[config.mk]
export PLATFORM = sky130hd
export DESIGN_NAME = fetch_sequencer
export DESIGN_NICKNAME = d
export VERILOG_FILES = /design/src/rtl/cpu_pkg.sv /design/src/rtl/fetch_sequencer_timer.sv /design/src/rtl/fetch_sequencer.sv
export SDC_FILE = /design/constraint.sdc
export NUM_CORES = 1
export LEC_CHECK = 0
export BUFFER_PORTS_ARGS = -buffer_cell sky130_fd_sc_hd__buf_2
export CORE_MARGIN = 2
export CORE_UTILIZATION = 35
export CTS_CLUSTER_SIZE = 20
export DETAILED_ROUTE_END_ITERATION = 10
export MAX_ROUTING_LAYER = met4
export PLACE_DENSITY_LB_ADDON = 0.08
export RECOVER_POWER = 50
export SETUP_SLACK_MARGIN = 0.15
export SLEW_MARGIN = 15
export SYNTH_ARGS = -nofsm -noshare
export SYNTH_HDL_FRONTEND = slang
export SYNTH_SLANG_ARGS = --single-unit
[constraint.sdc]
create_clock -name Clk -period 2.5 [get_ports Clk]
set_clock_uncertainty 0.2 [all_clocks]
set_input_delay 0.25 -clock Clk [delete_from_list [all_inputs] [get_ports Clk]]
set_output_delay 0.25 -clock Clk [all_outputs]
set_load 0.1 [all_outputs]
[src/rtl/cpu_pkg.sv]
// Shared CPU-side types: PC command codes and trap causes.
package cpu_pkg;

    localparam int unsigned XLEN = 32;

    typedef enum logic [1:0] {
        PC_HOLD = 2'd0,
        PC_STEP = 2'd1,
        PC_JUMP = 2'd2
    } pc_ctl_t;

    typedef enum logic [1:0] {
        TRAP_NONE     = 2'd0,
        TRAP_MISALIGN = 2'd1,
        TRAP_TIMEOUT  = 2'd2
    } trap_cause_t;

endpackage

[src/rtl/fetch_sequencer_timer.sv]
// Fetch wait counter: clears on demand, counts while enabled, flags TIMEOUT_CYC-1.
module fetch_timer #(
    parameter int unsigned TIMEOUT_CYC = 16
) (
    input  logic clk,
    input  logic rst_n,
    input  logic i_en,
    input  logic i_clear,
    output logic o_tc
);

    localparam int unsigned CW = (TIMEOUT_CYC > 1) ? $clog2(TIMEOUT_CYC) : 1;
    localparam logic [CW-1:0] TC_VAL = CW'(TIMEOUT_CYC - 1);

    logic [CW-1:0] r_count;

    // Saturates at the terminal count so a stalled enable cannot wrap past it
    always_ff @(posedge clk or negedge rst_n) begin
        if (!rst_n) begin
            r_count <= '0;
        end else if (i_clear) begin
            r_count <= '0;
        end else if (i_en && !o_tc) begin
            r_count <= r_count + CW'(1);
        end
    end

    assign o_tc = (r_count == TC_VAL);

endmodule

[src/rtl/fetch_sequencer.sv]
// Fetch/execute/update sequencer: drives imem requests, hands words to decode,
// commands the PC and traps on misaligned PC or fetch timeout.
module fetch_sequencer
    import cpu_pkg::*;
#(
    parameter int unsigned TIMEOUT_CYC = 16,
    parameter int unsigned CNT_W       = 32
) (
    input  logic             Clk,
    input  logic             Reset_n,
    input  logic             run,
    input  logic             pc_misaligned,
    output logic             imem_req,
    input  logic             imem_ready,
    input  logic [XLEN-1:0]  imem_rdata,
    output logic [XLEN-1:0]  instr,
    output logic             instr_valid,
    input  logic             exec_done,
    input  logic             exec_jump,
    input  logic [XLEN-1:0]  exec_offset,
    output pc_ctl_t          pc_ctl,
    output logic [XLEN-1:0]  pc_addr_in,
    output logic             trap,
    output logic [1:0]       trap_cause,
    output logic [CNT_W-1:0] retired
);

    localparam logic [2:0] S_IDLE   = 3'd0;
    localparam logic [2:0] S_FETCH  = 3'd1;
    localparam logic [2:0] S_EXEC   = 3'd2;
    localparam logic [2:0] S_UPDATE = 3'd3;
    localparam logic [2:0] S_TRAP   = 3'd4;

    logic [2:0]       r_state,       w_state_nxt;
    logic [XLEN-1:0]  r_instr,       w_instr_nxt;
    logic             r_instr_valid, w_instr_valid_nxt;
    logic             r_jump,        w_jump_nxt;
    logic [XLEN-1:0]  r_offset,      w_offset_nxt;
    logic             r_trap,        w_trap_nxt;
    trap_cause_t      r_trap_cause,  w_trap_cause_nxt;
    logic [CNT_W-1:0] r_retired,     w_retired_nxt;

    logic w_in_fetch;
    logic w_timer_clr;
    logic w_timeout;

    assign w_in_fetch  = (r_state == S_FETCH);
    assign w_timer_clr = !w_in_fetch || imem_ready;

    fetch_timer #(
        .TIMEOUT_CYC (TIMEOUT_CYC)
    ) u_timer (
        .clk     (Clk),
        .rst_n   (Reset_n),
        .i_en    (w_in_fetch),
        .i_clear (w_timer_clr),
        .o_tc    (w_timeout)
    );

    always_ff @(posedge Clk or negedge Reset_n) begin
        if (!Reset_n) begin
            r_state       <= S_IDLE;
            r_instr       <= '0;
            r_instr_valid <= 1'b0;
            r_jump        <= 1'b0;
            r_offset      <= '0;
            r_trap        <= 1'b0;
            r_trap_cause  <= TRAP_NONE;
            r_retired     <= '0;
        end else begin
            r_state       <= w_state_nxt;
            r_instr       <= w_instr_nxt;
            r_instr_valid <= w_instr_valid_nxt;
            r_jump        <= w_jump_nxt;
            r_offset      <= w_offset_nxt;
            r_trap        <= w_trap_nxt;
            r_trap_cause  <= w_trap_cause_nxt;
            r_retired     <= w_retired_nxt;
        end
    end

    // Ready wins over timeout in the same FETCH cycle
    always_comb begin
        w_state_nxt       = r_state;
        w_instr_nxt       = r_instr;
        w_instr_valid_nxt = r_instr_valid;
        w_jump_nxt        = r_jump;
        w_offset_nxt      = r_offset;
        w_trap_nxt        = r_trap;
        w_trap_cause_nxt  = r_trap_cause;
        w_retired_nxt     = r_retired;
        case (r_state)
            S_IDLE: begin
                if (run && pc_misaligned) begin
                    w_state_nxt      = S_TRAP;
                    w_trap_nxt       = 1'b1;
                    w_trap_cause_nxt = TRAP_MISALIGN;
                end else if (run) begin
                    w_state_nxt = S_FETCH;
                end
            end
            S_FETCH: begin
                if (imem_ready) begin
                    w_instr_nxt       = imem_rdata;
                    w_instr_valid_nxt = 1'b1;
                    w_state_nxt       = S_EXEC;
                end else if (w_timeout) begin
                    w_state_nxt      = S_TRAP;
                    w_trap_nxt       = 1'b1;
                    w_trap_cause_nxt = TRAP_TIMEOUT;
                end
            end
            S_EXEC: begin
                if (exec_done) begin
                    w_jump_nxt        = exec_jump;
                    w_offset_nxt      = exec_offset;
                    w_instr_valid_nxt = 1'b0;
                    w_state_nxt       = S_UPDATE;
                end
            end
            S_UPDATE: begin
                w_retired_nxt = r_retired + CNT_W'(1);
                w_state_nxt   = S_IDLE;
            end
            S_TRAP: begin
                w_state_nxt = S_TRAP;
            end
            default: begin
                w_state_nxt = S_IDLE;
            end
        endcase
    end

    // PC command is a pure decode of the one-cycle UPDATE state
    always_comb begin
        pc_ctl     = PC_HOLD;
        pc_addr_in = '0;
        if (r_state == S_UPDATE) begin
            if (r_jump) begin
                pc_ctl     = PC_JUMP;
                pc_addr_in = r_offset;
            end else begin
                pc_ctl = PC_STEP;
            end
        end
    end

    assign imem_req    = w_in_fetch;
    assign instr       = r_instr;
    assign instr_valid = r_instr_valid;
    assign trap        = r_trap;
    assign trap_cause  = r_trap_cause;
    assign retired     = r_retired;

endmodule

==> metrics.cfg, run 1 <==
[die]
row_count = 42
start_util_pct = 35.6
dieWidth_microns = 120
coreArea_sq_um = 13100
die_h_microns = 120
io-pin-count = 174
die-area_sq_um = 14300

[placed_design]
place_area_sq_um = 6330
pre_cts_ws_ns = 0.391
place.port_buffers = 173
hpwl_mm = 7.99
gp_congestion = 0.774

[sta]
worst_pin_slew_ns = 1.23
rsz0062_at_grt = no
timing.final.crit_share_pct = 91.6
setup_viol_count_final = 0
finalWorstSetupSlack_ns = 0.209
fmax_mhz = 437
final.setup.tns_ns = 0
fin_crit_ns = 2.29
hold_viol_final = 0
relSlewSlack_pct = 18.6
finalMaxSlewViolations = 0

[clock_network]
worstSkewPairLatency_ns = 0.35
h-tree-depth = 3
cts_tree = done
path_clk_slew_ns = 0.07
clockBufferDepth = 2
clock_sinks = 108
ctsRootBufferMaster = clkbuf_16
cts_buffers = 9
cts_setup_buffers = 0

[yosys]
yosys_warnings = 0
syn_area_sq_um = 4680
syn_nets = 441
synth_edf_count = 0
ys_seq_area_share_pct = 57.7
ys_ff_latch = 108
synthArstFlopShare_pct = 100
ys.flop_type = dfrtp_1
ys_types = 39
synth.avg_cell_area_sq_um = 12.7
synthCells = 368

[critical_path]
reg2regPathDepth = 4
required_ns = 2.05
r2r_end = retired[25]$_DFFE_PN0P_
r2r_setup_slack_ns = 0.33
crit_arrival_ns = 1.84
start_kind = flop
worst_setup_path_end_kind = primary output
path_max_fanout = 8
critical_path_class = flop to primary output
reg2reg_from = r_state[2]$_DFFE_PN0P_

[cells_and_area]
finish.utilization_pct = 54.8
final_area_sq_um = 7200
nets = 678
syn_to_final_growth_pct = 53.7
drive_above_1_share_pct = 44.1
antenna_cells = 0
fillers = 1161

[hold_path]
hold_path.class = primary input to flop
min_to = r_state[2]$_DFFE_PN0P_
hold_depth = 3
holdCritStartpoint = pc_misaligned

[status]
status = finished clean

[global_routing]
grt_pass1_vias = 3797
grt_use_total_pct = 17.7
grt_remaining_overflow = 0
grt_max_degree = 109
grt_pass1_wl_mm = 19.4
antenna_found_initial = 0

[drt]
drt-initial-drc-count = 169
drtAntennaViolNets = 0
first_pass_iters = 4
routed_wl_mm = 11.9
drc = 0
wl_per_cell_microns = 15.2
via_per_inst = 4.72
vias = 3710

[pwr]
powerDensity_nw_per_um2 = 667
p_leak_uw = 0.00354
vdd_ir_drop_max_v = 0.000514
finalPower_uw = 4800

[job]
cap_violations = 0

[cell usage after synthesis (4+ instances only)]
cell type,instances,area share (%)
nand2_1,18,1.4
buf_2,7,0.75
nor2_1,13,1.0
xor2_1,10,1.9
and3_1,38,5.1
inv_1,4,0.32
dfrtp_1,108,58
nand3_1,14,1.5
and2_1,5,0.67
xnor2_1,22,4.1
clkbuf_1,11,0.88
mux2_2,66,16
nor3_1,9,0.96
nand4_1,11,1.5
[power breakdown]
group / internal [uW] / total (uW) / leakage, uW / switching, uW
logic: 280 / 1460 / 0.00195 / 1180
registers: 1900 / 2000 / 0.00146 / 95.3
clock network: 681 / 1340 / 0.000136 / 660
total: 2860 / 4800 / 0.00354 / 1940
[cells in the final DEF, fill, tap and decap left out, drive strengths merged, types with 2 or more instances in the layout]
master / count
a31oi: 2
and3: 38
buf: 135
nand4: 11
clkbuf: 54
a21oi: 2
nor3b: 2
a21o: 2
ha: 2
nand2: 18
nand3: 14
nand4b: 2
dfrtp: 108
mux2: 66
nor4: 2
dlygate4sd3: 66
and2: 7
xnor2: 22
nor3: 10
xor2: 10
inv: 5
clkinv: 5
nor2: 13
and4: 2
[area by class of cell]
type | instances | area, sq um | share of cell area, %
Clock buffer | 9 | 225 | 3.13
Timing Repair Buffer | 246 | 2070 | 28.7
Multi-Input combinational cell | 236 | 1900 | 26.3
Tap cell | 176 | 220 | 3.06
Inverter | 4 | 15.0 | 0.209
Clock inverter | 7 | 52.6 | 0.730
Sequential cell | 108 | 2720 | 37.8
[routing by layer]
| layer | vias to the layer above | GRT usage (%) | routed length (microns) |
|---|---|---|---|
| li1 | 1761 | - | - |
| met1 | 1827 | 22.0 | 5160 |
| met2 | 113 | 27.7 | 5800 |
| met3 | 9 | 6.42 | 857 |
| met4 | 0 | 4.26 | 128 |
| met5 | - | - | 0 |
[sequential cells by signal, indices dropped and copies added (netlist names), 2 cells and up]
register / count
u_timer.r_count: 4
instr: 32
r_state: 3
trap_cause: 2
r_offset: 32
retired: 32
[kinds of logic (layout without fill, tap and decap cells)]
logic type	after synthesis	in the layout	share of synthesized area (%)
and+or+nand+nor	124	124	15.7
DFF	108	108	57.7
muxes	67	67	16.1
xor gates and xnor gates	32	32	5.98
buffers and inverters	24	266	2.35
AOI/OAI and AO/OA	11	11	1.68
adders and majority gates	2	2	0.534
[metrics by stage]
step                std cells  hold slack [ns]
floorplan                 368           -0.246
global placement          704            0.183
detailed placement        704            0.181
CTS                       786          0.00822
global route              786           0.0324
finish                    786           0.0282
[timing repair]
action	in CTS	in global routing
setup endpoints to repair	1	1
gates resized for setup	1	1
endpoints found under the hold margin	173	0
hold buffers	66	0
pin swaps	0	0
[how the worst max path moves through the flow]
stage,from,end,slack [ns],cells after the start
floorplan,retired[11]$_DFFE_PN0P_,retired[31]$_DFFE_PN0P_,0.16,4
global placement,r_state[0]$_DFFE_PN0P_,retired[26]$_DFFE_PN0P_,0.46,4
detailed placement,r_state[0]$_DFFE_PN0P_,retired[31]$_DFFE_PN0P_,0.39,4
CTS,r_state[1]$_DFFE_PN0P_,imem_req,0.17,3
global route,r_state[1]$_DFFE_PN0P_,imem_req,0.1,3
finish,r_state[1]$_DFFE_PN0P_,imem_req,0.21,3
[worst max-delay path, stage by stage (launching register included)]
cell	delay, ns
dfrtp_1	0.46
nor2_1	0.39
and2_1	0.21
buf_2	0.43
(Power assumes the default switching activity.)
==> run 2, diff against run 1 <==
- CORE_UTILIZATION: 35 -> 48
- PLACE_DENSITY_LB_ADDON: 0.08 -> 0.12
==> run 2 against run 1 <==
- sequential power hardly changed
- clock power down 18%
- critical path type unchanged
- non-clock buffer count is 3 higher
- critical endpoint unchanged
- largest power group unchanged
- cell area down 1.3%
- global-route usage grew 5.7 points
- fmax about the same
==> metrics.cfg, run 2 (synthesis gave the netlist of run 1 again) <==
[status]
status = finished clean

[sta]
final.setup.tns_ns = 0  ; unchanged
timing.final.crit_share_pct = 91.7  ; about the same
relSlewSlack_pct = 17.7  ; -0.93 points
fin_crit_ns = 2.29  ; +0.00169 ns
fmax_mhz = 436  ; about the same
rsz0062_at_grt = no
finalMaxSlewViolations = 0  ; unchanged
worst_pin_slew_ns = 1.24  ; +0.0139 ns
finalWorstSetupSlack_ns = 0.208  ; -0.00169 ns
setup_viol_count_final = 0  ; unchanged
hold_viol_final = 0  ; unchanged
holdWs_ns = 0.0177  ; -0.0105 ns

[cells_and_area]
final_common_cell = buf_2
syn_to_final_growth_pct = 51.8
finish.utilization_pct = 73.7  ; +19 points
layout_common_cells = buf_2, dfrtp_1, dlygate4sd3_1
nets = 681  ; +0.44%
drive_above_1_share_pct = 44.9  ; +0.76 points

[critical_path]
crit_arrival_ns = 1.84  ; about the same
slowest_delay_ns = 0.48  ; +0.02 ns
cp_top_family = simple AND/OR/NAND/NOR gates
r2r_end = retired[25]$_DFFE_PN0P_
critical_path_class = flop to primary output
crit_path_cell_trace = nor2_1 > and2_0 > buf_2
required_ns = 2.05  ; about the same
reg2regPathDepth = 5  ; +1
start_kind = flop
reg2reg_from = r_state[0]$_DFFE_PN0P_
slowest_stage = dfrtp_2
worstPathBufferInverterCount = 1  ; unchanged
path_max_fanout = 8  ; unchanged
worst_setup_path_end_kind = primary output
crit_start = r_state[1]$_DFFE_PN0P_
r2r_setup_slack_ns = 0.35  ; +0.02 ns

[clock_network]
h-tree-depth = 3  ; unchanged
path_clk_slew_ns = 0.10  ; +0.03 ns
ctsRootBufferMaster = clkbuf_8
cts_buffers = 9  ; unchanged
clockBufferDepth = 2  ; unchanged
cts_tree = done
clock_sinks = 108  ; unchanged
worstSkewPairLatency_ns = 0.36  ; about the same

[hold_path]
min_to = r_state[2]$_DFFE_PN0P_
holdCritStartpoint = imem_ready
hold_path.class = primary input to flop
hold_depth = 3  ; unchanged

[placed_design]
hpwl_mm = 7.96  ; -0.39%
place.port_buffers = 173  ; unchanged
gp_congestion = 0.792  ; +2.4%
pre_cts_ws_ns = 0.388  ; -0.00346 ns

[die]
io-pin-count = 174  ; unchanged
dieWidth_microns = 103  ; -14%
die-area_sq_um = 10600  ; -26%
row_count = 36  ; -14%
start_util_pct = 48.6  ; +13 points
coreArea_sq_um = 9640  ; -27%
die_h_microns = 103  ; -14%

[global_routing]
grt_use_total_pct = 23.4  ; +5.7 points
grt_pass1_wl_mm = 18.5  ; -4.5%
grt_pass1_vias = 3835  ; +1.0%
antenna_found_initial = 0  ; unchanged
grt_remaining_overflow = 0  ; unchanged
grt_max_degree = 47  ; -57%

[drt]
wl_per_cell_microns = 16.2  ; +6.5%
drtAntennaViolNets = 0  ; unchanged
via_per_inst = 5.07  ; +7.5%
vias = 3789  ; +2.1%
routed_wl_mm = 12.1  ; +1.3%
first_pass_iters = 4  ; unchanged
drc = 0  ; unchanged
drt-initial-drc-count = 77  ; -54%

[pwr]
powerDensity_nw_per_um2 = 646  ; -3.2%
vdd_ir_drop_max_v = 0.000441  ; -14%
p_leak_uw = 0.00356  ; +0.38%
finalPower_uw = 4590  ; -4.4%

[job]
cap_violations = 0  ; unchanged

-- run 2: changes by cell type in the layout (fill, tap and decap cells not counted), sizes merged --
| cell | previous run | this run |
|---|---|---|
| diode | 0 | 1 |
| bufinv | 0 | 1 |
| clkinv | 5 | 3 |
| buf | 135 | 136 |
| inv | 5 | 6 |
| clkinvlp | 1 | 0 |
| dlygate4sd3 | 66 | 68 |
| clkbuf | 54 | 55 |
-- run 2: metrics by stage --
step,std cells,instance area [sq um]
3_3_place_gp,661,6280
5_1_grt,746,7100
6_report,747,7110
4_1_cts,745,7170
2_1_floorplan,368,4740
3_5_place_dp,661,6280
-- run 2: per-layer routing --
metal | part of all wire [%] | global-route usage (%)
met3 | 5.9 | 5.42
met2 | 51 | 38.8
met1 | 41 | 28.4
met5 | 0 | -
met4 | 2.0 | 7.69
-- run 2: where the power goes --
part,total [uW],switching [uW],internal (uW)
registers,2000,99.0,1900
logic,1490,1200,288
clock network,1100,599,500
-- run 2: worst max path at each step --
stage                     slack [ns]  depth (start not counted)                       to
after floorplan                 0.16                          4  retired[31]$_DFFE_PN0P_
after global placement          0.44                          4  retired[26]$_DFFE_PN0P_
after detailed placement        0.39                          4  retired[31]$_DFFE_PN0P_
after CTS                       0.18                          3                 imem_req
after global routing             0.1                          3                 imem_req
final                           0.21                          3                 imem_req
-- run 2: worst register-to-register path: stages (launching register included) --
cell and delay [ns]:
dfrtp_1 0.48, buf_4 0.20, nand3b_4 0.13, or4_4 0.64
nor3_1 0.24, xor2_1 0.18
-- run 2: area by class of cell --
| type | count | area, sq um |
|---|---|---|
| well taps | 133 | 166 |
| flip-flops and latches | 108 | 2730 |
| repair buffers | 249 | 2080 |
| clock buffers | 10 | 138 |
| inverters | 4 | 15.0 |
| multi-input cells | 236 | 1910 |
| fillers | 702 | 2530 |
| diodes | 1 | 2.50 |
| clock inverters | 6 | 70.1 |
-- run 2: timing repair --
| item | CTS | global route |
|---|---|---|
| setup endpoints to repair | 32 | 12 |
| hold endpoints to repair | 96 | 0 |
| gates resized for setup | 3 | 2 |
| setup buffers | 0 | 1 |
| hold buffers | 68 | 0 |
==> run 3, diff against run 2 <==
- CELL_PAD_IN_SITES_DETAIL_PLACEMENT: not set -> 0
- CELL_PAD_IN_SITES_GLOBAL_PLACEMENT: not set -> 1
- CORE_UTILIZATION: 48 -> 38
- GPL_ROUTABILITY_DRIVEN: not set -> 0
==> run 3 against run 2 <==
- total power up 6.3%
- worst setup slack worse by 0.014 ns
- worst hold slack better by 0.016 ns
- cell count up 1.3%
- sequential power about the same
- routed wire length down 2.1%
- clock-buffer cell count unchanged
- cell area up 1.0%
- critical path depth up 1
- highest routed layer unchanged
==> metrics.cfg, run 3 (synthesis gave the netlist of run 1 again) <==
[pwr]
p_comb_share_pct = 30.0  ; -2.5 points
internal_power_uw = 2960  ; +10%
clkPwrFrac_pct = 29.1  ; +5.1 points
p_leak_uw = 0.00354  ; -0.34%
finalPower_uw = 4880  ; +6.3%
switching_share_pct = 39.3  ; -2.1 points
p_switching_uw = 1920  ; +0.99%
vdd_ir_drop_max_v = 0.000476  ; +8.1%
powerDensity_nw_per_um2 = 680  ; +5.3%
seqPwrFrac_pct = 41.0  ; -2.6 points

[hold_path]
hold_path.class = primary input to flop
hold_depth = 3  ; unchanged

[cells_and_area]
antenna_cells = 0  ; -1
multi_input_area_sq_um = 1890  ; -0.72%
layout_common_cells = buf_2, dfrtp_1, mux2_2, dlygate4sd3_1, clkbuf_1
fillers = 1019  ; +45%
seqCellArea_sq_um = 2730  ; about the same
syn_to_final_growth_pct = 53.3
drive_above_1_share_pct = 44.1  ; -0.76 points
nets = 678  ; -0.44%
final_common_cell = buf_2

[drt]
drc = 0  ; unchanged
vias = 3758  ; -0.82%
via_per_inst = 4.96  ; -2.1%
first_pass_iters = 4  ; unchanged
drtAntennaViolNets = 0  ; unchanged
routed_wl_mm = 11.8  ; -2.1%
drt-initial-drc-count = 151  ; +96%
wl_per_cell_microns = 15.6  ; -3.4%

[clock_network]
ctsRootBufferMaster = clkbuf_16
path_clk_slew_ns = 0.07  ; -0.03 ns
clockBufferDepth = 2  ; unchanged
h-tree-depth = 3  ; unchanged
cts_setup_buffers = 0  ; unchanged
cts_tree = done
clock_sinks = 108  ; unchanged
worstSkewPairLatency_ns = 0.34  ; -0.02 ns
cts_buffers = 9  ; unchanged

[die]
coreArea_sq_um = 12000  ; +25%
dieWidth_microns = 115  ; +12%
start_util_pct = 39.0  ; -9.6 points
die_h_microns = 115  ; +12%
io-pin-count = 174  ; unchanged
die-area_sq_um = 13200  ; +25%
row_count = 40  ; +11%

[sta]
fin_crit_ns = 2.31  ; +0.0135 ns
timing.final.crit_share_pct = 92.2  ; +0.54 points
final.setup.tns_ns = 0  ; unchanged
fmax_mhz = 434  ; -0.59%
rsz0062_at_grt = no
finalMaxSlewViolations = 0  ; unchanged
setup_viol_count_final = 0  ; unchanged
worst_pin_slew_ns = 1.22  ; -0.0179 ns
hold_viol_final = 0  ; unchanged
relSlewSlack_pct = 18.8  ; +1.2 points

[placed_design]
place.port_buffers = 173  ; unchanged
hpwl_mm = 8.04  ; +1.1%

[global_routing]
grt_use_total_pct = 19.2  ; -4.2 points
antenna_found_initial = 0  ; unchanged
grt_pass1_wl_mm = 19.2  ; +3.8%
grt_max_degree = 57  ; +21%
grt_remaining_overflow = 0  ; unchanged
grt_pass1_vias = 3812  ; -0.60%

[critical_path]
reg2regPathDepth = 4  ; -1
critical_path_class = flop to primary output
required_ns = 2.05  ; about the same
crit_arrival_ns = 1.86  ; +0.02 ns
path_max_fanout = 29  ; +21
start_kind = flop
worst_setup_path_end_kind = primary output

[job]
cap_violations = 0  ; unchanged

[status]
status = finished clean

[run 3: worst max-delay path, stage by stage, from the launching register on]
cell	delay, ns
dfrtp_1	0.44
and3b_1	0.42
buf_12	0.21
and3_1	0.24
buf_12	0.19
[run 3: cell type report]
class / count / share of cell area, %
clock buffers: 10 / 3.19
clock inverters: 6 / 0.906
inverters: 4 / 0.209
multi-input cells: 236 / 26.4
flip-flops and latches: 108 / 38.0
well taps: 147 / 2.56
repair buffers: 246 / 28.8
[run 3: path summary, 6_finish.rpt]
check                                            start                 endpoint  slack (ns)
worst max register to register  r_state[2]$_DFFE_PN0P_  retired[26]$_DFFE_PN0P_        0.28
worst min-delay path                        imem_ready   r_state[2]$_DFFE_PN0P_        0.03
worst max-delay path            r_state[2]$_DFFE_PN0P_            pc_addr_in[2]        0.19
worst min register to register        trap$_DFFE_PN0P_         trap$_DFFE_PN0P_        0.26
max in group asynchronous                      Reset_n  r_offset[1]$_DFFE_PN0P_        0.52
min in group asynchronous                      Reset_n  retired[31]$_DFFE_PN0P_        0.44
[run 3: power groups by stage]
| stage | sequential [uW] | clock [uW] | combinational [uW] |
|---|---|---|---|
| floorplan | 2990 | 0 | 182 |
| global placement | 2020 | 0 | 1420 |
| detailed placement | 2030 | 0 | 1430 |
| CTS | 1990 | 1480 | 1510 |
| global route | 2020 | 1530 | 1520 |
| finish | 2000 | 1420 | 1460 |
[run 3: routing by layer]
metal	track usage, %	up-vias	share of wire (%)
li1	-	1762	-
met1	24.3	1867	44
met2	30.5	108	50
met3	3.43	21	4.3
met4	8.03	0	2.2
met5	-	-	0
[run 3: metrics by stage]
step | std cells | utilization, % | instance area [sq um] | hold WS, ns | setup WS, ns
2_1_floorplan | 368 | - | 4740 | -0.246 | 0.159
3_3_place_gp | 675 | 52.4 | 6290 | 0.0794 | 0.446
3_5_place_dp | 675 | 52.4 | 6290 | 0.0839 | 0.382
4_1_cts | 757 | 60.4 | 7250 | 0.0191 | 0.156
5_1_grt | 757 | 59.8 | 7180 | 0.0542 | 0.101
6_report | 757 | 59.8 | 7180 | 0.0338 | 0.194
[run 3: timing repair]
action                                 CTS  global route
gates resized for setup                  2             3
setup endpoints to repair               32            30
cloned                                   0             0
hold buffers                            66             0
endpoints found under the hold margin  105             0
